<file path="config.mk">
export PLATFORM = sky130hd
export DESIGN_NAME = uart_rx
export DESIGN_NICKNAME = d
export VERILOG_FILES = /design/src/rtl/uart_rx.sv
export SDC_FILE = /design/constraint.sdc
export NUM_CORES = 1
export LEC_CHECK = 0
export CAP_MARGIN = 20
export CORE_UTILIZATION = 52
export CTS_CLUSTER_DIAMETER = 100
export CTS_CLUSTER_SIZE = 16
export DETAILED_ROUTE_END_ITERATION = 7
export PLACE_DENSITY = 0.75
export SYNTH_ARGS = -nofsm -noshare
export SYNTH_HDL_FRONTEND = slang
export SYNTH_SLANG_ARGS = --single-unit
</file>
<file path="constraint.sdc">
create_clock -name clk_i -period 1.88 [get_ports clk_i]
set_input_delay 0.188 -clock clk_i [delete_from_list [all_inputs] [get_ports clk_i]]
set_output_delay 0.188 -clock clk_i [all_outputs]
set_load 0.03 [all_outputs]
</file>
<file path="src/rtl/uart_rx.sv">
// 8N1 UART receiver: 2-flop synchronizer, mid-bit sampling, valid/yumi holding register; byte visible ~half a bit after the stop-bit edge.
// No backpressure on the serial line: a byte finishing while the holding register is full is dropped and flagged as overrun.
module uart_rx #(
  parameter int clk_per_bit_p = 10416
) (
  input  logic       clk_i,
  input  logic       reset_i,
  input  logic       rx_i,
  input  logic       rx_yumi_i,
  output logic       rx_v_o,
  output logic [7:0] rx_o,
  output logic       rx_frame_err_o,
  output logic       rx_overrun_o
);

  localparam logic [15:0] half_lp = 16'((clk_per_bit_p - 1) / 2);
  localparam logic [15:0] last_lp = 16'(clk_per_bit_p - 1);

  typedef enum logic [2:0] {
    e_reset,
    e_idle,
    e_start_bit,
    e_data_bits,
    e_stop_bit,
    e_break
  } state_e;

  state_e      state_q, state_d;
  logic        sync1_q, rx_s_q;
  logic [15:0] clk_cnt_q, clk_cnt_d;
  logic [2:0]  data_cnt_q, data_cnt_d;
  logic [7:0]  shift_q, shift_d;
  logic [7:0]  rx_q, rx_d;
  logic        rx_v_q, rx_v_d;
  logic        frame_err_q, frame_err_d;
  logic        overrun_q, overrun_d;
  logic        byte_done;

  always_ff @(posedge clk_i) begin
    if (reset_i) begin
      sync1_q     <= 1'b1;
      rx_s_q      <= 1'b1;
      state_q     <= e_reset;
      clk_cnt_q   <= '0;
      data_cnt_q  <= '0;
      shift_q     <= '0;
      rx_q        <= '0;
      rx_v_q      <= 1'b0;
      frame_err_q <= 1'b0;
      overrun_q   <= 1'b0;
    end else begin
      sync1_q     <= rx_i;
      rx_s_q      <= sync1_q;
      state_q     <= state_d;
      clk_cnt_q   <= clk_cnt_d;
      data_cnt_q  <= data_cnt_d;
      shift_q     <= shift_d;
      rx_q        <= rx_d;
      rx_v_q      <= rx_v_d;
      frame_err_q <= frame_err_d;
      overrun_q   <= overrun_d;
    end
  end

  always_comb begin
    state_d     = state_q;
    clk_cnt_d   = clk_cnt_q;
    data_cnt_d  = data_cnt_q;
    shift_d     = shift_q;
    byte_done   = 1'b0;
    frame_err_d = 1'b0;
    case (state_q)
      e_reset: begin
        clk_cnt_d  = '0;
        data_cnt_d = '0;
        state_d    = e_idle;
      end
      e_idle: begin
        clk_cnt_d  = '0;
        data_cnt_d = '0;
        if (!rx_s_q) state_d = e_start_bit;
      end
      e_start_bit: begin
        // Mid-start check: a line that is high again here was only a glitch.
        if (clk_cnt_q == half_lp) begin
          clk_cnt_d = '0;
          state_d   = rx_s_q ? e_idle : e_data_bits;
        end else begin
          clk_cnt_d = clk_cnt_q + 16'd1;
        end
      end
      e_data_bits: begin
        if (clk_cnt_q == last_lp) begin
          clk_cnt_d           = '0;
          shift_d[data_cnt_q] = rx_s_q;
          data_cnt_d          = data_cnt_q + 3'd1;
          if (data_cnt_q == 3'd7) state_d = e_stop_bit;
        end else begin
          clk_cnt_d = clk_cnt_q + 16'd1;
        end
      end
      e_stop_bit: begin
        if (clk_cnt_q == last_lp) begin
          clk_cnt_d = '0;
          if (rx_s_q) begin
            byte_done = 1'b1;
            state_d   = e_idle;
          end else begin
            frame_err_d = 1'b1;
            state_d     = e_break;
          end
        end else begin
          clk_cnt_d = clk_cnt_q + 16'd1;
        end
      end
      e_break: begin
        if (rx_s_q) state_d = e_idle;
      end
      default: state_d = e_reset;
    endcase
  end

  // A yumi in the completion cycle frees the register, so the new byte is loaded rather than dropped.
  always_comb begin
    rx_d      = rx_q;
    rx_v_d    = rx_v_q;
    overrun_d = 1'b0;
    if (byte_done) begin
      if (!rx_v_q || rx_yumi_i) begin
        rx_d   = shift_q;
        rx_v_d = 1'b1;
      end else begin
        overrun_d = 1'b1;
      end
    end else if (rx_yumi_i) begin
      rx_v_d = 1'b0;
    end
  end

  assign rx_v_o         = rx_v_q;
  assign rx_o           = rx_q;
  assign rx_frame_err_o = frame_err_q;
  assign rx_overrun_o   = overrun_q;

endmodule

</file>
Word-level counts from Yosys, hierarchy flattened
Cells that the tools add are included.
{"block": "word_totals", "memories": 0, "elab_cells": 73, "latch_bits": 0, "input_bits": 4, "ff_bits": 43, "romBits": 0, "ram_bits": 0}
{"block": "op_classes", "div_mod_pow": 0, "bitwise": 3, "reduce_logical": 16, "n_addsub": 2, "n_mux": 25, "shift": 0, "multipliers": 0, "order_cmp": 2, "eq_ne": 15}
{"cell": "16-bit case mux with 3 select lines", "n": 1}
{"cell": "16-bit two-way mux", "n": 2}
{"cell": "3-bit two-way mux", "n": 8}
{"cell": "3-bit case mux with 6 select lines", "n": 1}
{"cell": "16-bit by 1-bit adder with 16-bit output (second input constant)", "n": 1}
{"cell": "16-bit by 13-bit equality test with 1-bit output (second input constant)", "n": 1}
{"cell": "16-bit by 14-bit equality test with 1-bit output (second input constant)", "n": 1}
{"cell": "2-bit inequality test (second input constant)", "n": 6}
{"cell": "3-bit equality test (second input constant)", "n": 3}
{"cell": "1-bit two-way mux", "n": 9}
{"cell": "8-bit bitwise mux", "n": 1}
{"cell": "2-bit AND reduction", "n": 4}
{"cell": "3-bit by 2-bit equality test with 1-bit output (second input constant)", "n": 2}
{"cell": "3-bit case mux with 2 select lines", "n": 1}
{"cell": "6-bit AND reduction", "n": 1}
{"cell": "2-bit OR reduction", "n": 3}
{"cell": "3-bit by 4-bit less-than comparator with 1-bit output (second input constant)", "n": 1}
{"cell": "2-bit nonzero test", "n": 2}
{"cell": "3-bit by 1-bit adder with 3-bit output (second input constant)", "n": 1}
{"cell": "1-bit demux with 3-bit select", "n": 1}
{"cell": "3-bit by 1-bit equality test with 1-bit output (second input constant)", "n": 1}
{"cell": "3-bit by 1-bit >= comparator with 1-bit output (second input constant)", "n": 1}
{"cell": "3-bit logical NOT", "n": 1}
{"cell": "1-bit NOT", "n": 3}
{"cell": "7 further kinds", "n": 7}

Depth between registers and ports, before layout
{"block": "logic_depth", "depth_word": 5, "ltp_mapped": 7}

Worst setup path before layout
OpenSTA, ideal clock, no wires.
{"block": "synth_path", "kind": "register to register", "start": "reg clk_cnt_q[0]", "end": "reg clk_cnt_q[15]", "path_stages_with_launch": 8, "t_arrival_ns": 1.771, "slack_ns": 0.045, "setup_ns": 0.064, "n_path_buf": 1, "t_required_ns": 1.816, "path_cell_list": "dfxtp_1 > ha_1 > and4b_1 > a41oi_2 > a211oi_1 > or4_1 > buf_6 > nor2_1"}
{"block": "synth_via", "elab_chain_len": 3}
{"element": "start: declaration", "line": "30", "source": "logic [15:0] clk_cnt_q, clk_cnt_d;"}
{"element": "start signal: assignment", "line": "55", "source": "clk_cnt_q <= clk_cnt_d;"}
{"element": "16-bit by 1-bit adder with 16-bit output, or another cell as far along", "line": "89, 99, 113"}
{"element": "16-bit two-way mux, on equally long branches", "line": "93, 103, 85"}
{"element": "16-bit case mux with 3 select lines *", "line": "72", "source": "case (state_q)"}
Mark *: on every way between the ends. The rest lies on a longest branch, timed or not.
A chain may end at the register's enable or synchronous reset.

Worst setup path after layout
{"block": "layout_path", "start": "reg clk_cnt_q[1]", "end": "reg clk_cnt_q[6]"}
The elaborated chain is that of the path after synthesis.

==> results.py <==
metrics = {
    "status": {
        "status": "complete, no violations",
    },
    "setup_path": {
        "cp_cell_sequence": "ha_4 > and4b_1 > a41oi_2 > a211oi_2 > or4_4 > buf_6 > nor2_2",
        "crit_buf_inv": 1,
        "crit_path_end_kind": "flop",
        "critical_path_required_ns": 2.11,
        "slowest_stage": "or4_4",
        "cp_data_arrival_time_ns": 2.08,
        "crit_path_max_incr_delay_ns": 0.57,
        "cp_max_fo": 5,
        "path_delay_family": "simple AND/OR/NAND/NOR gates",
        "path_class": "flop to flop",
        "crit_path_start_kind": "flop",
    },
    "global_routing": {
        "grt_overflow": 0,
        "grt_max_degree": 31,
        "antenna_found_initial": 0,
        "track_usage_pct": 20.3,
        "grt_pass1_wl_um": 6710,
        "grt_pass1_vias": 1518,
    },
    "synthesis": {
        "synthTopCellsByCount": "dfxtp_1 (43), nor2_1 (28), nand2_1 (20)",
        "yosysSeqAreaShare_pct": 40.7,
        "synth_edf_count": 0,
        "avgSynthCellArea_um2": 9.11,
        "ys_seq_elements": 43,
        "synth_flop_cell": "dfxtp_1",
        "synth-async-reset-ratio_pct": 0,
        "syn-num-nets": 239,
        "yosysUniqueCellTypes": 45,
        "synthMostInstantiatedCell": "dfxtp_1",
        "yosys-top-cells-area": "dfxtp_1 (41%), mux2i_1 (7.6%), nor2_1 (5.0%)",
        "ys_warn_count": 0,
        "syn_area_um2": 2110,
        "synth_top_area_share_pct": 40.7,
        "netlist.top_cell.by_area": "dfxtp_1",
        "netlist_instances": 232,
    },
    "cells_and_area": {
        "diodes": 0,
        "utilization_pct": 68.8,
        "nets": 273,
        "n_fill_cell": 298,
        "drive_above_1_share_pct": 20.6,
        "synthToLayoutAreaGrowth_pct": 22.7,
    },
    "timing": {
        "setup_viol": 0,
        "hold_viol_final": 0,
        "period_needed_ns": 1.84,
        "drv_slew": 0,
        "finalCritPeriodShare_pct": 98.0,
        "worstMarginPinSlew_ns": 0.466,
        "max_freq_ghz": 0.543,
        "rsz0062_at_grt": "true",
        "timing.final.ws_setup_ns": 0.0367,
        "skew_ns": 0.00914,
        "max-slew-margin-rel_pct": 68.6,
    },
    "routing": {
        "drt-total-wl_um": 4050,
        "avgViaCountPerCell": 5.49,
        "postRouteAntennaNets": 0,
        "drc": 0,
        "post_drt_wl_per_cell_um": 12.8,
        "dr.pass1.iters": 4,
        "first_iter_violations": 172,
        "num_vias": 1730,
    },
    "die": {
        "design.die.area_um2": 4320,
        "placeableCoreArea_um2": 3770,
        "boundaryPins": 15,
        "fp.dieW_um": 65.8,
        "rows": 22,
        "fp.dieH_um": 65.8,
        "initial_core_util_pct": 56.0,
    },
    "pwr": {
        "p_leak_nw": 1.00,
        "pwr-share-clk_pct": 41.1,
        "combPwrFrac_pct": 5.9,
        "switching_share_pct": 22.2,
        "vdd_drop_max_mv": 0.592,
        "pwr-share-seq_pct": 53.0,
        "net-switching-power_mw": 0.388,
        "cellPowerDensity_nw_per_um2": 675,
        "power.internal_mw": 1.36,
    },
    "cts": {
        "ctsHoldBuffers": 0,
        "clk_pin_slew_ns": 0.09,
        "cts-root-buf": "clkbuf_8",
        "cts.sinks": 43,
        "clk_path_buf_depth": 2,
        "tritoncts": "yes",
        "numCtsBuffers": 5,
        "htree_levels": 2,
        "insertion_delay_ns": 0.30,
    },
    "flow_run": {
        "maxCapViolCount": 0,
    },
    "place": {
        "gp_congestion": 0.804,
        "port_buffers": 14,
        "hpwlAfterDp_um": 2740,
        "preCtsSetupSlack_ns": 0.00922,
    },
    "hold_path": {
        "hold_class": "flop to flop",
    },
}
==> layout by cell type, fill, tap and decap left out, types with 3 or more instances in the layout <==
cell type / count
nand3_1: 10
and3_1: 3
clkbuf_8: 5
xnor2_1: 7
xor2_1: 6
dfxtp_2: 3
nor2_1: 27
nor3_1: 9
mux2i_1: 16
nand3b_1: 3
dfxtp_1: 40
nand2_1: 20
buf_4: 24
a21oi_1: 8
clkdlybuf4s50_1: 14
nand2b_1: 13
o21ai_0: 10
nand4_1: 3
==> power by group through the flow <==
stage	registers (mW)	logic, mW	clock network, mW
after floorplan	0.943	0.0694	0
after global placement	0.948	0.0933	0
after detailed placement	0.949	0.0936	0
after CTS	0.927	0.0951	0.738
after global routing	0.930	0.114	0.777
final	0.928	0.103	0.720
==> cell type report <==
type	instances	area, µm²	share of cell area (%)
Multi-Input combinational cell	175	1210	46.6
Tap cell	48	60.1	2.32
Clock inverter	3	43.8	1.69
Inverter	1	3.75	0.145
Clock buffer	5	68.8	2.65
Sequential cell	43	865	33.3
Timing Repair Buffer	40	343	13.2
==> cells by family after synthesis <==
kind of cell / synth area share [%]
xor+xnor: 5.39
buf+inv: 3.32
mux: 7.58
compound gates: 7.11
simple gates: 34.1
flops: 40.7
fa+ha+maj: 1.78
==> state kept, by name, summed over array words and instances (netlist names) <==
name / count
state_q: 3
rx_overrun_o: 1
rx_s_q: 1
rx_o: 8
sync1_q: 1
data_cnt_q: 3
shift_q: 8
rx_v_o: 1
rx_frame_err_o: 1
clk_cnt_q: 16
==> worst paths after layout <==
check,end,cells after the start,from,slack (ns)
hold reg to reg,rx_s_q,1,sync1_q,0.42
setup / recovery,clk_cnt_q[6],7,clk_cnt_q[1],0.04
setup reg to reg,clk_cnt_q[6],7,clk_cnt_q[1],0.04
hold / removal,rx_s_q,1,sync1_q,0.42
==> per-stage QoR <==
step	setup TNS (ns)	instance area, µm²	std cells	hold WS [ns]	total power [mW]
2_1_floorplan	0	2110	232	0.292	1.01
3_3_place_gp	0	2430	305	0.392	1.04
3_5_place_dp	0	2430	305	0.406	1.04
4_1_cts	0	2550	313	0.426	1.76
5_1_grt	-0.0971	2590	315	0.438	1.82
6_report	0	2590	315	0.423	1.75
==> metal layers <==
| metal | global-route usage [%] | wire (µm) | vias to the layer above |
|---|---|---|---|
| met1 | 27.7 | 2070 | 787 |
| li1 | - | - | 886 |
| met2 | 30.4 | 1680 | 46 |
| met5 | 0 | 0 | - |
| met4 | 7.88 | 104 | 0 |
| met3 | 5.21 | 188 | 11 |
==> what timing repair did <==
item / CTS / global route
setup buffers: 0 / 1
cloned: 0 / 1
endpoints found under the setup margin: 3 / 19
gates resized for setup: 2 / 11
pin swaps: 0 / 5
No activity file was read; power rests on OpenSTA's default activity.
